[src/rtl/prio_encoder_q.sv]
`default_nettype none
// ============================================================================
// Module      : prio_encoder_q
// Description : Registered N-input priority encoder with valid/ready output.
//               Request events (rising edges, or levels when EDGE=0) are
//               latched into a pending vector. The highest-priority pending
//               index is issued through a valid/ready output register, with
//               one grant per accepted transfer. The active-high gs/eo cascade
//               outputs allow several instances to be chained.
//               Optional macro PRIO_ENC_RR_EN: when defined, a round-robin
//               pointer sets the priority order. When undefined, bit N-1
//               always has the highest priority.
// Ports       : clk        - clock, rising edge
//               rst        - asynchronous reset, active-high
//               en         - enable; 0 blocks capture and new grants
//               req[N-1:0] - request lines
//               out_ready  - consumer accepts out_idx while out_valid=1
//               out_valid  - out_idx holds a grant
//               out_idx    - granted request index
//               gs         - group select: something pending or issued
//               eo         - enable out: en & ~gs
// Revision    : 1.0 - initial release
// ============================================================================
module prio_encoder_q #(
   parameter  int N     = 8,
   parameter  int EDGE  = 1,
   localparam int IDX_W = (N > 1) ? $clog2(N) : 1
) (
   input  logic             clk,
   input  logic             rst,
   input  logic             en,
   input  logic [N-1:0]     req,
   input  logic             out_ready,
   output logic             out_valid,
   output logic [IDX_W-1:0] out_idx,
   output logic             gs,
   output logic             eo
);

   localparam logic [N-1:0] c_one = {{(N-1){1'b0}}, 1'b1};

   logic [N-1:0]     r_req_d;
   logic [N-1:0]     r_pending;
   logic             r_out_valid;
   logic [IDX_W-1:0] r_out_idx;

   logic [N-1:0]     w_new_raw;
   logic [N-1:0]     w_new;
   logic [N-1:0]     w_clr;
   logic             w_load;
   logic [IDX_W-1:0] w_sel;

   // Edge mode captures only 0->1 transitions. Events that arrive while en=0
   // are discarded rather than deferred.
   assign w_new_raw = (EDGE != 0) ? (req & ~r_req_d) : req;
   assign w_new     = en ? w_new_raw : '0;

   assign w_load = en & (|r_pending) & (~r_out_valid | out_ready);
   assign w_clr  = w_load ? (c_one << w_sel) : '0;

`ifdef PRIO_ENC_RR_EN
   logic [IDX_W-1:0] r_ptr;

   // The search order is ptr, ptr-1, ..., 0, N-1, ..., ptr+1. Every index at
   // or below ptr beats every index above it. Within each group, the higher
   // index wins. Two ascending last-wins passes build this order: the
   // low-priority group first, then the group at or below ptr.
   always_comb begin
      logic [IDX_W-1:0] w_i;
      w_sel = '0;
      for (int i = 0; i < N; i++) begin
         w_i = IDX_W'(i);
         if (r_pending[w_i] && (w_i > r_ptr)) w_sel = w_i;
      end
      for (int i = 0; i < N; i++) begin
         w_i = IDX_W'(i);
         if (r_pending[w_i] && (w_i <= r_ptr)) w_sel = w_i;
      end
   end

   // After a grant, the index just below it takes the top priority. This
   // makes the granted index the lowest priority for the next search.
   always_ff @(posedge clk or posedge rst) begin
      if (rst) begin
         r_ptr <= IDX_W'(N - 1);
      end else if (w_load) begin
         r_ptr <= (w_sel == '0) ? IDX_W'(N - 1) : (w_sel - IDX_W'(1));
      end
   end
`else
   // Fixed priority: an ascending scan where the last hit wins gives the
   // highest set bit.
   always_comb begin
      logic [IDX_W-1:0] w_i;
      w_sel = '0;
      for (int i = 0; i < N; i++) begin
         w_i = IDX_W'(i);
         if (r_pending[w_i]) w_sel = w_i;
      end
   end
`endif

   always_ff @(posedge clk or posedge rst) begin
      if (rst) begin
         r_req_d     <= '0;
         r_pending   <= '0;
         r_out_valid <= 1'b0;
         r_out_idx   <= '0;
      end else begin
         r_req_d <= req;
         // The grant clears its bit before new events are ORed in. An event on
         // the bit being granted therefore re-pends it and is not lost.
         r_pending <= (r_pending & ~w_clr) | w_new;
         if (w_load) begin
            r_out_valid <= 1'b1;
            r_out_idx   <= w_sel;
         end else if (r_out_valid && out_ready) begin
            r_out_valid <= 1'b0;
         end
      end
   end

   assign out_valid = r_out_valid;
   assign out_idx   = r_out_idx;
   assign gs        = (|r_pending) | r_out_valid;
   assign eo        = en & ~gs;

endmodule
`default_nettype wire

[config.mk]
export PLATFORM = sky130hd
export DESIGN_NAME = prio_encoder_q
export DESIGN_NICKNAME = d
export VERILOG_FILES = /design/src/rtl/prio_encoder_q.sv
export SDC_FILE = /design/constraint.sdc
export NUM_CORES = 1
export LEC_CHECK = 0
export CAP_MARGIN = 30
export CORE_MARGIN = 8
export CORE_UTILIZATION = 47
export DETAILED_ROUTE_END_ITERATION = 16
export PLACE_DENSITY_LB_ADDON = 0.2
export SETUP_SLACK_MARGIN = 0.5
export SKIP_CTS_REPAIR_TIMING = 1
export SLEW_MARGIN = 0
export SYNTH_ARGS = -nofsm -noshare
export SYNTH_HDL_FRONTEND = slang
export SYNTH_SLANG_ARGS = --single-unit
[constraint.sdc]
create_clock -name clk -period 1.5 [get_ports clk]
set_input_delay 0.225 -clock clk [delete_from_list [all_inputs] [get_ports clk]]
set_output_delay 0.225 -clock clk [all_outputs]
set_load 0.01 [all_outputs]
; After elaboration in Yosys (flattened, before gate mapping)
; Index checks and enable logic that the tools add are counted.
[word_totals]
in_bits = 12
regBits = 20
word_cells = 31
out_inout_bits = 6
[op_classes]
n_reduce_logical = 3
n_shift = 1
bitwise = 12
n_mux = 11
[ops]
columns = operator, count
row1 = two-way mux 3 bit, 6
row2 = bitwise AND 8 bit, 2
row3 = two-way mux 8 bit, 2
row4 = inverter 8 bit, 2
row5 = bitwise OR 8 bit, 1
row6 = OR reduction 8 bit, 1
row7 = "left shift 1 x 3 -> 8 bit, first input constant", 1
row8 = bitwise AND 1 bit, 3
row9 = two-way mux 1 bit, 3
row10 = inverter 1 bit, 2
row11 = bitwise OR 1 bit, 2
row12 = nonzero test 2 bit, 1
row13 = logical AND 1 bit, 1

; Longest topological paths before layout
[logic_depth]
ltp_word = 12
depth_mapped = 4

; Least setup slack after synthesis
; OpenSTA, ideal clock, no wires.
[synth_path]
kind = reg2out
start = register r_pending[4]
end = output port eo
required_time_ps = 1275
n_path_buf = 0
slack_ps = 4
stages_incl_launch_ff = 5
arrival_ps = 1271
cell_sequence = dfrtp_1 -> nor4_4 -> nand2_1 -> or2_1 -> nor2_1
[synth_via]
elab_chain_len = 4
[synth_rtl]
columns = element, line_no
row1 = start: declaration, 43  ; logic [N-1:0] r_pending;
row2 = start signal: assignment, 113  ; r_pending <= (r_pending & ~w_clr) | w_new;
row3 = OR reduction 8 bit, 125  ; assign gs = (|r_pending) | r_out_valid;
row4 = bitwise OR 1 bit, 125
row5 = named net gs, 36  ; output logic gs,
row6 = inverter 1 bit, 126  ; assign eo = en & ~gs;
row7 = bitwise AND 1 bit, 126
row8 = end: declaration, 37  ; output logic eo
; The timed path passes the listed nets, and every way through them passes these cells.

; Final worst setup path
[layout_path]
start = register r_pending[3]
end = output port eo
[layout_via]
elab_chain_len = 4
[layout_rtl]
columns = element, line_no
row1 = OR reduction 8 bit, 125
row2 = bitwise OR 1 bit, 125
row3 = inverter 1 bit, 126
row4 = bitwise AND 1 bit, 126
; Every way passes these cells.

==> flow_metrics.tcl <==
set metrics [dict create \
    numCtsBuffers 3 \
    fin_skew_ns 0.00494 \
    cts.sinks 20 \
    rows 15 \
    die_h_um 57.4 \
    first_iter_violations 6 \
    slew_violations 0 \
    worst_pin_slew_ns 0.308 \
    ys.warnings.count 0 \
    drive_gt1_share_pct 40.4 \
    grt_pass1_wl_mm 2.86 \
    root_buffer "clkbuf_4" \
    synthesis.nets 84 \
    synthCells 72 \
    drtPass1Iterations 4 \
    fp.dieW_um 57.4 \
    finalHoldViolCount 0 \
    synth_top_area_share_pct 62.0 \
    synth_largest_area_cell "dfrtp_1" \
    grt_pass1_vias 710 \
    seq_area_frac_synth_pct 62.0 \
    wl_mm 2.09 \
    clk_latency_ns 0.30 \
    cp-end-kind "primary output" \
    cts_max_level 1 \
    final.min_clock_period_ns 1.82 \
    dp_hpwl_mm 1.32 \
    wl_met2_mm 1.10 \
    synthTopCellsByCount "dfrtp_1, inv_1, nand2_1, o21ai_0" \
    numPortBuffers 17 \
    fmax_mhz 551 \
    drt-met1-wl_um 807 \
    path_max_fanout 6 \
    setup_violations 5 \
    vias_per_cell 5.62 \
    ir_worst_vdd_mv 0.605 \
    finalCritPeriodShare_pct 121 \
    start_util_pct 48.3 \
    grt_use_total_pct 11.3 \
    critPathRequiredTime_ns 1.27 \
    fin_area_um2 1260 \
    layout_setup_ws_ns -0.316 \
    grt.overflow.total 0 \
    clockBufferDepth 2 \
    clkTransAtPathRegs_ns 0.10 \
    rsz0062_at_grt "true" \
    diodes 0 \
    yosysUniqueCellTypes 18 \
    arrival_ns 1.59 \
    maxCapViolations 0 \
    drtAntennaViolNets 0 \
    total_leakage_power_nw 0.560 \
    cp-start-kind "flip-flop" \
    nets 123 \
    hp-class "in2async" \
    yosys-top-cells-area "dfrtp_1, nand3b_1, inv_1, a32o_1, o21ai_0" \
    cpPeakStageDelay_ns 0.46 \
    critical_path_class "reg2out" \
    routabilityCongestion 0.738 \
    cpMaxStageDelayCell "dfrtp_2" \
    relSlewSlack_pct 79.3 \
    power_density_nw_per_um2 1050 \
    cts_tree "built" \
    coreArea_um2 1670 \
    async_flop_share_pct 100 \
    synth_edf_count 0 \
    dieArea_um2 3300 \
    syn_area_per_cell_um2 11.2 \
    drcViolationCount 0 \
    grt_max_degree 21 \
    synth_seq_cells 20 \
    antenna_found_initial 0 \
    synthMostInstantiatedCell "dfrtp_1" \
    num_io_pins 18 \
    netlist_area_um2 807 \
    crit_chain "nor4_2, nand2_1, or2_4, nor2_4, buf_6" \
    wl_met3_um 111 \
    dr_total_vias 708 \
    violations "setup timing" \
    status "finished with violations" \
    area_growth_pct 56.6 \
    synth_ff_type "dfrtp_1" \
    dpl_cell_area_um2 1090 \
    wl_per_cell_um 16.6 \
    pre_cts_ws_ns -0.443 \
    dr.max_layer_used "met4" \
]
[layout make-up]
cell class	count	area (um2)
Sequential cell	20	502
Fill cell	109	407
Multi-Input combinational cell	42	370
Timing Repair Buffer	35	314
Inverter	9	33.8
Clock buffer	3	22.5
Tap cell	17	21.3
[per-stage QoR]
step,power [mW],cells,TNS [ns],utilization [%],hold slack [ns]
after floorplan,0.811,72,0,-,0.189
after global placement,0.982,117,-0.780,65.5,0.474
after detailed placement,0.994,117,-0.991,65.5,0.488
after CTS,1.24,120,-1.62,66.9,0.252
after global routing,1.39,126,-1.31,75.7,0.276
final,1.33,126,-0.799,75.7,0.242
[placed cells by master, fill, tap and decap left out, drive strengths merged]
cell type      instances
dlymetal6s2s           1
nand2b                 1
nor4                   2
or2                    1
nand2                  6
mux2                   2
and2b                  1
dfrtp                 20
nand3                  3
buf                   23
nor2                   5
a32o                   3
clkbuf                 3
a21oi                  2
nand3b                 5
o21ai                  6
inv                    9
o31ai                  4
nor3                   1
clkdlybuf4s50         11
[final timing paths]
| kind | endpoint | slack [ns] | cells after the start | startpoint |
|---|---|---|---|---|
| min reg2reg | r_pending[1] | 0.50 | 2 | r_req_d[1] |
| max reg2reg | out_idx[1] | -0.08 | 6 | r_pending[3] |
| max | eo | -0.32 | 5 | r_pending[3] |
| min | r_pending[4] | 0.24 | 3 | rst |
| max in group asynchronous | r_pending[3] | 1.04 | 3 | rst |
| min in group clk | r_req_d[1] | 0.39 | 1 | req[1] |
[state kept, by name, indices dropped and copies added (netlist names)]
register / flops
out_valid: 1
out_idx: 3
r_pending: 8
r_req_d: 8
[layer usage]
metal	vias up	global-route usage (%)
met3	9	3.59
met4	0	8.93
met1	347	10.5
met5	-	0
met2	27	19.8
li1	325	-
[power by group]
group / internal, mW / switching, mW
Clock: 0.0936 / 0.151
Sequential: 0.612 / 0.0599
Combinational: 0.227 / 0.184
[kinds of logic (layout without fill, tap and decap cells)]
| kind of cell | count (synthesis) | after routing | synth area share, % |
|---|---|---|---|
| DFF | 20 | 20 | 62.0 |
| and+or+nand+nor | 25 | 25 | 18.1 |
| muxes | 2 | 2 | 2.79 |
| AOI/OAI and AO/OA | 15 | 15 | 12.4 |
| buffers and inverters | 10 | 47 | 4.65 |
[critical path, delay by kind of cell (launching register included)]
| kind | cells | cell delay [ns] |
|---|---|---|
| buffers and inverters | 1 | 0.10 |
| AND/OR/NAND/NOR | 4 | 0.74 |
| flip-flops | 1 | 0.46 |
Power figures use the tool's default switching activity.
==> variant 1, RTL diff (same flow settings) <==
The parameter `N` goes from 8 to 16.
--- a/src/rtl/prio_encoder_q.sv
+++ b/src/rtl/prio_encoder_q.sv
@@ -22,7 +22,7 @@
 // Revision    : 1.0 - initial release
 // ============================================================================
 module prio_encoder_q #(
-   parameter  int N     = 8,
+   parameter  int N     = 16,
    parameter  int EDGE  = 1,
    localparam int IDX_W = (N > 1) ? $clog2(N) : 1
 ) (
Interface: changed (resized out_idx and req); port bits go from 18 to 27. The function was not compared with the original's and may differ.
==> variant 1 against the original RTL <==
  * The flow still finishes with violations (negative setup slack)
  * Setup slack got worse by 700 ps
  * Area after synthesis up 96%
  * Final area rose by 88%
  * Power is 62% higher
  * Sequential cell count rose by 17
  * Non-clock buffer count is 31 higher
  * Wire length grew 100%
  * Critical path type unchanged
  * Largest power group unchanged
==> variant 1: results (changes against the original RTL) <==
metric,value,unit,change
Switching Fraction,0.2727,,was 0.2978
fraction of area in registers,0.3891,,was 0.3970
WL final,4.193,mm,was 2.088 mm
number of non-clock inverters,21,,was 9
Worst Tran Pin Value,356.2,ps,was 308.2 ps
status,finished with violations,,unchanged
fill cell count,244,,was 109
Synth top cells by count,"dfrtp_1, inv_1, o21ai_0, nand2_1, a32oi_1",,"was dfrtp_1, inv_1, nand2_1, o21ai_0"
overall power,2.153,mW,was 1.327 mW
Setup WS pre-CTS,-1060,ps,was -443.1 ps
Leak,1.058,nW,was 0.5603 nW
"Clk Latency, worst-skew pair",350,ps,was 300 ps
vias in the first global route,1515,,was 710
Hold WS,179.9,ps,was 241.6 ps
failing checks,negative setup slack,,unchanged
largest net degree at the start of global routing,24,,was 21
DP Area,2192,um2,was 1095 um2
IO buf count,26,,was 17
num sequential,37,,was 20
Total GRT Usage,0.1618,,was 0.1127
Area growth syn-to-layout,50.47,%,was 56.59%
Max Clock Skew,9.880,ps,was 4.945 ps
Mapped Cells,146,,was 72
clock buf count,7,,was 3
"Seq/Total Area, Yosys",0.5854,,was 0.6202
Yosys cell types,34,,was 18
setup TNS,-10150,ps,was -798.8 ps
Worst R2R Start,r_pending[11],,was r_pending[3]
peak supply drop,0.7783,mV,was 0.6049 mV
Non-clock buffer share,0.2440,,was 0.2485
Worst Setup SP,r_pending[11],,was r_pending[3]
comb_multi_in,85,,was 42
first-pass GRT wire length,6.610,mm,was 2.856 mm
net count after synthesis,166,,was 84
placed cells,248,,was 117
vias post-DR,1418,,was 708
worst setup margin,-1016,ps,was -315.8 ps
vias per cell,5.392,,was 5.619
htree depth,2,,was 1
crit path DAT,2290,ps,was 1590 ps
clock-cell share of area,0.02944,,was 0.01782
FF-to-FF setup slack,-720,ps,was -80 ps
final setup vio count,20,,was 5
GP Congestion,0.8609,,was 0.7376
layout cells sized above 1,0.3548,,was 0.4037
Logic power comb,0.458,mW,was 0.411 mW
DR iter-0 viols,55,,was 6
dominant cells by area after synthesis,"dfrtp_1, inv_1, o21ai_0",,"was dfrtp_1, nand3b_1, inv_1"
[variant 1: changes by cell type after synthesis, sizes merged, moves of 4 or more]
cell / unedited run / this run
o21ai: 6 / 14
or4: 0 / 4
dfrtp: 20 / 37
inv: 9 / 21
a32oi: 0 / 7
nand2: 6 / 11
[variant 1: metal layers]
layer	track usage	up-vias	share of wire
met5	0	-	0
met1	0.1799	700	0.42
met4	0.08869	0	0.027
met2	0.2568	33	0.50
li1	-	672	-
met3	0.06739	13	0.047
[variant 1: cell families after synthesis]
group           after synthesis  share of synthesized area
simple gates                 43                     0.1646
compound gates               41                     0.1859
flops                        37                     0.5854
buf+inv                      24                    0.05696
mux                           1                   0.007120
[variant 1: critical path, cell delays in order, from the launching register on]
cell     delay (ps)
dfrtp_1         410
or4_4           550
or4b_4          550
or2_4           250
nor2_4           80
buf_6           100
==> variant 2, RTL diff (config.mk and constraints unchanged) <==
Made on the original files. Take the reset off `r_pending` and load it in a clocked block of its own.
--- a/src/rtl/prio_encoder_q.sv
+++ b/src/rtl/prio_encoder_q.sv
@@ -103,14 +103,12 @@
    always_ff @(posedge clk or posedge rst) begin
       if (rst) begin
          r_req_d     <= '0;
-         r_pending   <= '0;
          r_out_valid <= 1'b0;
          r_out_idx   <= '0;
       end else begin
          r_req_d <= req;
          // The grant clears its bit before new events are ORed in. An event on
          // the bit being granted therefore re-pends it and is not lost.
-         r_pending <= (r_pending & ~w_clr) | w_new;
          if (w_load) begin
             r_out_valid <= 1'b1;
             r_out_idx   <= w_sel;
@@ -118,6 +116,10 @@
             r_out_valid <= 1'b0;
          end
       end
+   end
+
+   always_ff @(posedge clk) begin
+      r_pending <= (r_pending & ~w_clr) | w_new;
    end
 
    assign out_valid = r_out_valid;
Behaviour: not the same (a bounded check fails within 4 cycles, from zero or initial values and one cycle with rst high).
==> variant 2 against the original RTL <==
  * The flow still finishes with violations (negative setup slack)
  * Non-clock buffer count down 6
  * Sequential cell count did not move
  * Final area shrank 10%
  * Area after synthesis decreased by 2.5%
  * Maximum frequency up 4.4%
  * Critical path depth unchanged
  * Synthesized cell count increased by 2.8%
  * Core utilization decreased by 2.3 points
  * Setup slack improved by 76 ps
  * Global-route usage shrank 0.94 points
  * Power fell by 2.7%
  * Wire length decreased by 13%
  * Critical path type unchanged
  * Highest routed layer unchanged
==> variant 2: results (changes against the original RTL) <==
metric,value,unit,change
Total GRT Usage,0.1033,,was 0.1127
Leak,0.5139,nW,was 0.5603 nW
failing checks,negative setup slack,,unchanged
"Seq/Total Area, Yosys",0.5851,,was 0.6202
Compound-Gate Fraction of Synth Area,0.1256,,was 0.1240
Synth top cells by count,"dfrtp_1, nand2_1, dfxtp_1, inv_1, o21ai_0",,"was dfrtp_1, inv_1, nand2_1, o21ai_0"
Diodes inserted,0,,unchanged
met2 usage,0.1752,,was 0.1977
Post-synth ARST share,0.6000,,was 1.000
TritonCTS Buffers,3,,unchanged
FF-to-FF setup slack,100,ps,was -80 ps
peak supply drop,0.7872,mV,was 0.6049 mV
"Reg clk slew, reported paths",120,ps,was 100 ps
Worst R2R Start,r_pending[7],,was r_pending[3]
GR Util met3,0.02921,,was 0.03587
HPWL Detailed,1.327,mm,was 1.317 mm
largest net degree at the start of global routing,13,,was 21
first-pass GRT wire length,2.787,mm,was 2.856 mm
setup TNS,-477.4,ps,was -798.8 ps
Worst Tran Pin Value,471.2,ps,was 308.2 ps
fill cell count,122,,was 109
met1 WL,808,um,was 807 um
met2 WL,896,um,was 1.102 mm
Yosys cell types,22,,was 18
fin cells,122,,was 126
net count after synthesis,86,,was 84
mux cell area share after synthesis,0.02862,,was 0.02791
Worst R2R Path Depth,5,,was 6
Setup WS pre-CTS,-361.4,ps,was -443.1 ps
CP Max Fanout,3,,was 6
Hold WS,216.6,ps,was 241.6 ps
final setup vio count,2,,was 5
Routed WL per cell,14.88,um,was 16.57 um
Max Clock Skew,17.57,ps,was 4.945 ps
layout cells sized above 1,0.2925,,was 0.4037
GR Util met1,0.1188,,was 0.1051
DP Area,1052,um2,was 1095 um2
worst setup margin,-239.9,ps,was -315.8 ps
DR WL met3,70,um,was 111 um
dominant cells by area after synthesis,"dfrtp_1, dfxtp_1, o21ai_0",,"was dfrtp_1, nand3b_1, inv_1"
vias per cell,5.525,,was 5.619
status,finished with violations,,unchanged
[variant 2: cell count changes after synthesis, moves of 2 or more]
cell,before,now
dfrtp_1,20,12
dfxtp_1,0,8
nand2_1,6,9
nand3_1,3,1
nand3_2,0,2
nor2_1,5,3
o21ai_0,6,8
[variant 2: layout make-up]
class,instances,area (um2),area share
tap,16,20.02,0.01770
inverter,8,30.03,0.02655
clock buffer,4,26.28,0.02323
sequential,20,462.9,0.4093
multi-input combinational,45,340.3,0.3009
timing repair buffer,29,251.5,0.2223
[variant 2: worst max-delay path, cell delays in order (launching register included)]
cell and delay (ps):
dfxtp_2 350, nor4_4 340, nand2_2 90, or2_4 250, nor2_4 80, buf_6 100
[variant 2: power by group]
part,internal [mW],switching [mW]
combinational,0.201,0.166
clock,0.104,0.155
sequential,0.610,0.0554
total,0.914,0.377
[variant 2: cell families after synthesis]
kind of cell / count (synthesis)
AOI/OAI and AO/OA: 16
buffers and inverters: 9
DFF: 20
muxes: 2
and+or+nand+nor: 27
